<file path="src/rtl/user_io_pkg.sv">
// Shared definitions for the user I/O controller: register offsets inside the
// user-I/O window and the bit positions used in STATUS and CTRL.
package user_io_pkg;

    localparam logic [4:0] ADDR_STATUS   = 5'h00;
    localparam logic [4:0] ADDR_BTN_DATA = 5'h04;
    localparam logic [4:0] ADDR_SWITCH   = 5'h08;
    localparam logic [4:0] ADDR_LED      = 5'h0C;
    localparam logic [4:0] ADDR_CYCLES   = 5'h10;
    localparam logic [4:0] ADDR_CTRL     = 5'h14;

    localparam int STATUS_EMPTY    = 0;
    localparam int STATUS_FULL     = 1;
    localparam int STATUS_OVERFLOW = 2;

    localparam int CTRL_CLR_CYCLES   = 0;
    localparam int CTRL_CLR_OVERFLOW = 1;
    localparam int CTRL_FLUSH        = 2;

endpackage

</file>
<file path="src/rtl/user_io_fifo.sv">
// Button-event FIFO: pointer-plus-wrap-bit full/empty, flush beats push/pop,
// and a pop on a full FIFO makes room for a push in the same cycle.
module user_io_fifo #(
    parameter int WIDTH = 3,
    parameter int DEPTH = 8
) (
    input  logic             clk,
    input  logic             rst,
    input  logic             push,
    input  logic             pop,
    input  logic             flush,
    input  logic [WIDTH-1:0] push_data,
    output logic [WIDTH-1:0] pop_data,
    output logic             empty,
    output logic             full,
    output logic             dropped
);
    localparam int AW = $clog2(DEPTH);

    logic [WIDTH-1:0] mem [DEPTH];
    logic [AW:0]      wr_ptr;
    logic [AW:0]      rd_ptr;
    logic             do_push;
    logic             do_pop;

    assign empty    = (wr_ptr == rd_ptr);
    assign full     = (wr_ptr[AW] != rd_ptr[AW]) && (wr_ptr[AW-1:0] == rd_ptr[AW-1:0]);
    assign do_pop   = pop && !empty && !flush;
    assign do_push  = push && !flush && (!full || do_pop);
    assign dropped  = push && !flush && full && !do_pop;
    assign pop_data = empty ? '0 : mem[rd_ptr[AW-1:0]];

    // NOTE: sequential state uses non-blocking assignments so every flop samples pre-edge values.
    always_ff @(posedge clk) begin
        if (!rst) begin
            wr_ptr <= '0;
            rd_ptr <= '0;
        end else if (flush) begin
            rd_ptr <= wr_ptr;
        end else begin
            if (do_push) wr_ptr <= wr_ptr + (AW+1)'(1);
            if (do_pop)  rd_ptr <= rd_ptr + (AW+1)'(1);
        end
    end

    // NOTE: storage is not reset; the pointers alone decide which entries are valid.
    always_ff @(posedge clk) begin
        if (do_push) mem[wr_ptr[AW-1:0]] <= push_data;
    end

endmodule

</file>
<file path="src/rtl/user_io_ctrl.sv">
// Memory-mapped user I/O block: button-event queue, switch synchronizer,
// LED register, free-running cycle counter and a registered read port.
module user_io_ctrl
    import user_io_pkg::*;
#(
    parameter int BTN_WIDTH  = 3,
    parameter int SW_WIDTH   = 2,
    parameter int LED_WIDTH  = 6,
    parameter int FIFO_DEPTH = 8
) (
    input  logic                 clk,
    input  logic                 rst,
    input  logic [BTN_WIDTH-1:0] clean_buttons,
    input  logic [SW_WIDTH-1:0]  switches,
    output logic [LED_WIDTH-1:0] leds,
    input  logic [4:0]           io_addr,
    input  logic                 io_re,
    input  logic                 io_we,
    input  logic [31:0]          io_wdata,
    output logic [31:0]          io_rdata
);
    logic [BTN_WIDTH-1:0] btn_prev;
    logic [BTN_WIDTH-1:0] rise;
    logic [BTN_WIDTH-1:0] head;
    logic [SW_WIDTH-1:0]  sw_meta;
    logic [SW_WIDTH-1:0]  sw_sync;
    logic [31:0]          cycles;
    logic [31:0]          rd_next;
    logic                 overflow;
    logic                 fifo_empty;
    logic                 fifo_full;
    logic                 dropped;
    logic                 pop;
    logic                 flush;
    logic                 ctrl_we;
    logic                 unused_wdata;

    assign rise         = clean_buttons & ~btn_prev;
    assign ctrl_we      = io_we && (io_addr == ADDR_CTRL);
    assign flush        = ctrl_we && io_wdata[CTRL_FLUSH];
    assign pop          = io_re && (io_addr == ADDR_BTN_DATA);
    assign unused_wdata = &{1'b0, io_wdata};

    user_io_fifo #(
        .WIDTH (BTN_WIDTH),
        .DEPTH (FIFO_DEPTH)
    ) u_fifo (
        .clk       (clk),
        .rst       (rst),
        .push      (|rise),
        .pop       (pop),
        .flush     (flush),
        .push_data (rise),
        .pop_data  (head),
        .empty     (fifo_empty),
        .full      (fifo_full),
        .dropped   (dropped)
    );

    // Loaded during reset too, so buttons held through reset raise no event.
    always_ff @(posedge clk) begin
        btn_prev <= clean_buttons;
    end

    always_ff @(posedge clk) begin
        if (!rst) begin
            sw_meta  <= '0;
            sw_sync  <= '0;
            leds     <= '0;
            cycles   <= '0;
            overflow <= 1'b0;
        end else begin
            sw_meta <= switches;
            sw_sync <= sw_meta;
            if (io_we && (io_addr == ADDR_LED)) leds <= io_wdata[LED_WIDTH-1:0];
            cycles <= (ctrl_we && io_wdata[CTRL_CLR_CYCLES]) ? '0 : cycles + 32'd1;
            // A drop in the same cycle as a clear still leaves overflow set.
            if (ctrl_we && io_wdata[CTRL_CLR_OVERFLOW]) overflow <= 1'b0;
            if (dropped) overflow <= 1'b1;
        end
    end

    always_comb begin
        // NOTE: default first so every path assigns rd_next and no latch is inferred.
        rd_next = '0;
        case (io_addr)
            ADDR_STATUS: begin
                rd_next[STATUS_EMPTY]    = fifo_empty;
                rd_next[STATUS_FULL]     = fifo_full;
                rd_next[STATUS_OVERFLOW] = overflow;
            end
            ADDR_BTN_DATA: rd_next = 32'(head);
            ADDR_SWITCH:   rd_next = 32'(sw_sync);
            ADDR_LED:      rd_next = 32'(leds);
            ADDR_CYCLES:   rd_next = cycles;
            default:       rd_next = '0;
        endcase
    end

    always_ff @(posedge clk) begin
        if (!rst) begin
            io_rdata <= '0;
        end else if (io_re) begin
            io_rdata <= rd_next;
        end
    end

endmodule

</file>
<file path="config.mk">
export PLATFORM = sky130hd
export DESIGN_NAME = user_io_ctrl
export DESIGN_NICKNAME = d
export VERILOG_FILES = /design/src/rtl/user_io_pkg.sv /design/src/rtl/user_io_fifo.sv /design/src/rtl/user_io_ctrl.sv
export SDC_FILE = /design/constraint.sdc
export NUM_CORES = 1
export LEC_CHECK = 0
export CORE_MARGIN = 2
export CORE_UTILIZATION = 28
export DETAILED_ROUTE_END_ITERATION = 6
export DONT_BUFFER_PORTS = 1
export GPL_TIMING_DRIVEN = 0
export SLEW_MARGIN = 15
export SYNTH_ARGS = -nofsm -noshare
export SYNTH_HDL_FRONTEND = slang
export SYNTH_SLANG_ARGS = --single-unit
</file>
<file path="constraint.sdc">
create_clock -name clk -period 4.06 [get_ports clk]
set_input_delay 0.203 -clock clk [delete_from_list [all_inputs] [get_ports clk]]
set_output_delay 0.203 -clock clk [all_outputs]
set_load 0.05 [all_outputs]
</file>
Word level (Yosys, flattened, before mapping)
Memory sizes are Yosys's and may differ from the RTL's. A register that Yosys moved wholly into a read port is not among the register bits. Cells that the tools add are included.

$add $sub $neg: 3. Equal/unequal tests: 8. Muxes and demuxes: 11. Bitwise logic cells: 4. Reduce and logical (&&, ||, !) cells: 24.

Operators with widths (count): $pmux W29 S2 (1); $add A32 B1 Y32 const B (1); $pmux W3 S5 (1); $logic_and A1 B1 Y1 (13); $eq A5 B4 Y1 const B (2); $eq A5 B5 Y1 const B (2); $mux W3 (3); $add A4 B1 Y4 const B (2); $mux W4 (2); $eq A5 B3 Y1 const B (1); $logic_not A5 Y1 (1); $eq A4 B4 Y1 (1); $logic_not A1 Y1 (4); $mux W1 (4); $reduce_bool A2 Y1 (2); $and A3 B3 Y3 (1); $eq A3 B3 Y1 (1); $not A3 Y3 (1); $reduce_or A3 Y1 (1); $not A1 Y1 (2); $reduce_and A2 Y1 (1); $reduce_or A2 Y1 (1); $logic_or A1 B1 Y1 (1); $ne A1 B1 Y1 (1).

Register bits after elaboration: 86. RAM bits: 24. Bits of input ports: 46. Output and inout port bits: 38. Logic and storage cells: 60. Memories kept: 1.

Memory list: u_fifo.mem (words 8, bits a word 3, rd ports 1, clocked after Yosys merged registers in 1, write ports 1, RTL line user_io_fifo.sv:20) `logic [WIDTH-1:0] mem [DEPTH];`.

Longest topological paths before layout
Depth in word-level cells: 9. Mapped depth: 7. Gate-level depth less buffers: 6.

Cells and area by module
From an unflattened synthesis, not the netlist that was laid out.

Cells, all modules: 518. Area total of the unflattened synthesis: 5012.3 um^2.

By module, submodules not included: user_io_ctrl (times used 1, cells each 393, area an instance 3369.5 um^2, sequential area each 1561.5 um^2); user_io_fifo (times used 1, cells each 125, area an instance 1642.8 um^2, sequential area each 940.9 um^2).

Worst setup path after synthesis
Ideal clock, no wire load.

Path kind: register to register. Start point: reg btn_prev[0]. End point: mem u_fifo.mem[0][0], enable pin. Library setup time: 371 ps. Arrival: 1389 ps. Path slack: 2300 ps. Cell stages (with the launch flop): 6. Clock period less this slack: 1760 ps. Cells stage by stage: dfxtp_1 -> nor2b_1 -> or3_1 -> o211ai_4 -> buf_6 -> nor4_1.

Cells in the longest elaborated chain, start to end: 7.

Ends and longest elaborated chain: start: declaration (RTL line user_io_ctrl.sv:22) `logic [BTN_WIDTH-1:0] btn_prev;`; start signal: assignment (RTL line user_io_ctrl.sv:62) `btn_prev <= clean_buttons;`; $not A3 Y3 (RTL line user_io_ctrl.sv:38) `assign rise = clean_buttons & ~btn_prev;`; $and A3 B3 Y3 (RTL line user_io_ctrl.sv:38); via rise[0] (RTL line user_io_ctrl.sv:23) `logic [BTN_WIDTH-1:0] rise;`; $reduce_or A3 Y1 (RTL line user_io_ctrl.sv:50) `.push (|rise),`; $logic_and A1 B1 Y1 (2 in series) (RTL line user_io_fifo.sv:29) `assign do_push = push && !flush && (!full || do_pop);`; $mux W1 (RTL line user_io_fifo.sv:48) `if (do_push) mem[wr_ptr[AW-1:0]] <= push_data;`; $mux W1 (not written as such) (RTL line user_io_fifo.sv:48); end: declaration (RTL line user_io_fifo.sv:20).

The timed path passes the listed nets, and every way through them passes these cells.

Final worst setup path
Start point: reg btn_prev[1]. End point: mem u_fifo.mem[3][2], enable pin.

The elaborated chain is that of the path after synthesis.

==> key figures <==
STA
  – Max Fclk: 0.425 GHz
  – Final setup TNS: 0 ns
  – Post-Route Skew: 0.00726 ns
  – Slew @ Worst Pin: 0.798 ns
  – Final Setup Violations: 0
  – Final slew viol count: 0
  – RSZ-0062 raised after global routing: no
  – WHS: 0.0631 ns
  – Fin. Hold Viols: 0
  – Min Clock Period, post-route: 2.35 ns
  – Slew HR: 46.3%
  – Final period util: 57.9%

Power and ir drop
  – Sw frac: 21.6%
  – Leak: 1.97 nW
  – Psw: 599 uW
  – Int Pwr: 2.17 mW
  – Sequential share of power: 42.9%
  – VDD IR-drop max: 0.328 mV
  – Power per cell area: 478 nW/um2
  – Clock power share: 52.6%
  – Total power: 2.77 mW
  – Combinational Power Share: 4.5%

Synth
  – Cells after synthesis: 470
  – Sequential fraction of the synthesis area: 52.2%
  – Async S/R FF share, synth: 0%
  – Post-synthesis instance area: 4790 um2
  – Post-synth net total: 519
  – Yosys reg bits: 113
  – Post-synth top area share: 37.2%
  – Ys Warns: 0
  – Synth unique cells: 50
  – Most common cell in the netlist: dfxtp_1
  – Number of enable flip-flop cells after synthesis: 24
  – Mean Syn Cell Area: 10.2 um2
  – Top_reg_cell synth: dfxtp_1
  – Post-synth top cells: 89 x dfxtp_1, 50 x nand3_1, 42 x nor2_1
  – Area leader, netlist: dfxtp_1
  – Synth area leaders: dfxtp_1 37%, edfxtp_1 15%, nand3_1 5.2%, xor2_1 4.6%, a21oi_1 4.0%

Clocking
  – H-tree levels: 4
  – CTS tree: yes
  – Post-cts resize count: 0
  – CTS clk-pin slew, worst paths: 0.05 ns
  – CTS Buf Count: 17
  – CTS Root Cell: clkbuf_16
  – CTS sink count: 113
  – Clk Latency, worst-skew pair: 0.40 ns
  – Clock Tree Buf Depth: 2

Finish
  – Nets: 554
  – Area added between synthesis and finish: 21.2%
  – Layout cells sized above 1: 12.5%
  – Final instance area: 5800 um2
  – Final Core Density: 34.9%
  – Antenna diode count: 0

Worst setup path
  – CP max stage cell: nor4_1
  – Worst Path Max Fanout: 10
  – CP Capture Type: flop
  – Worst Setup Start Kind: flop
  – Crit path kind: flop to flop
  – Crit path DAT: 2.38 ns
  – Req. time, crit path: 4.09 ns
  – CP max stage delay: 0.61 ns
  – Crit-path cells: nor2b_1 -> or3_1 -> o211ai_4 -> buf_6 -> nor4_1

Drt
  – Vias per cell: 4.70
  – DR pass1 iterations: 4
  – Initial drt markers: 234
  – Via total after detailed routing: 3,470
  – DR WL/cell: 15.6 um
  – Routed WL: 11.5 mm
  – Post-DRT Antenna Nets: 0
  – DRC: 0

Place
  – Port Buf Inserts: 0
  – GP Congestion: 0.809
  – Placement-stage cell area: 5070 um2
  – HPWL Detailed: 8.33 mm

Global routing
  – Initial antenna violation count: 0
  – Global Route Usage Sum: 12.9%
  – First-pass GRT wire length: 18.1 mm
  – Largest net degree at the start of global routing: 17
  – GRT overflow: 0
  – Vias in the first global route: 3,499

Min path
  – Hold Path Class: primary input to flop

Job
  – Max-cap viol count: 0

Floorplanning
  – Die height: 135 um
  – Die area: 18,200 um2
  – Initial core utilization: 28.8%
  – Row count: 47
  – # IOs: 84
  – Horiz. Die Dim: 135 um
  – Core area: 16,600 um2

Outcome
  – Status: complete, no violations
[area by class of cell]
cell class / count / area [um2]
inverter: 8 / 30.0
timing repair buffer: 16 / 160
clock inverter: 12 / 141
fill: 1647 / 10800
clock buffer: 20 / 437
buffer: 26 / 116
sequential: 113 / 2500
tap: 220 / 275
multi-input combinational: 323 / 2140
[power by group through the flow]
stage / Sequential [mW] / Combinational (mW) / Clock [mW]
after floorplan: 1.21 / 0.0877 / 0
after global placement: 1.21 / 0.112 / 0
after detailed placement: 1.21 / 0.115 / 0
after CTS: 1.19 / 0.125 / 1.48
after global routing: 1.19 / 0.137 / 1.54
final: 1.19 / 0.125 / 1.46
[sequential cells by signal, indices dropped and copies added, names as in the netlist, named ones only]
register,count
u_fifo.mem,24
overflow,1
cycles,32
leds,6
u_fifo.wr_ptr,4
sw_sync,2
u_fifo.rd_ptr,4
sw_meta,2
btn_prev,3
io_rdata,32
[worst max-delay path, delay by kind of cell (launching register included)]
kind            cells  cell delay (ns)
simple gates        3             1.41
compound gates      1             0.12
flops               1             0.29
buf+inv             1             0.16
[repair_timing]
item                                   CTS  global route
hold buffers                            16             0
endpoints found under the hold margin   11             0
buffers inserted                         0             0
[cell families after synthesis]
kind of cell | synth area share, %
and+or+nand+nor | 24.9
DFF | 52.2
AOI/OAI and AO/OA | 7.81
xor gates and xnor gates | 6.89
buffers and inverters | 3.06
muxes | 4.34
adders and majority gates | 0.784
[routing by layer]
layer / global-route usage (%) / vias to the layer above / part of all wire (%)
li1: - / 1739 / -
met3: 5.41 / 4 / 5.9
met2: 23.5 / 68 / 53
met4: 3.10 / 0 / 0.36
met1: 13.8 / 1659 / 41
met5: 0 / - / 0
[cells in the final DEF, fill, tap and decap left out, types with 8 or more instances in the layout]
cell	synthesis	final
nand2b_1	26	26
inv_1	8	8
dlygate4sd3_1	0	16
dfxtp_1	89	89
xnor2_1	9	9
nand2_1	22	22
nand4_1	14	14
buf_2	9	9
a21oi_1	38	38
nand3_1	50	50
clkbuf_1	16	19
xor2_1	25	25
edfxtp_1	24	24
clkbuf_16	0	17
nor2_1	42	42
o21ai_0	9	9
and3_1	9	9
[per-stage QoR]
step,worst slack (ns),cells
CTS,1.69,738
detailed placement,1.70,690
finish,1.71,738
floorplan,2.30,470
global route,1.55,738
global placement,1.79,690
[worst paths after layout]
path                    startpoint                    endpoint  slack [ns]  cells past startpoint
max            btn_prev[1]$_DFF_P_  u_fifo.mem[3][2]$_DFFE_PP_        1.71                      5
min                    io_wdata[0]        cycles[1]$_SDFF_PP0_        0.06                      2
max reg2reg    btn_prev[1]$_DFF_P_  u_fifo.mem[3][2]$_DFFE_PP_        1.71                      5
min reg2reg  sw_meta[1]$_SDFF_PN0_       sw_sync[1]$_SDFF_PN0_        0.43                      1
Power figures use the tool's default switching activity.
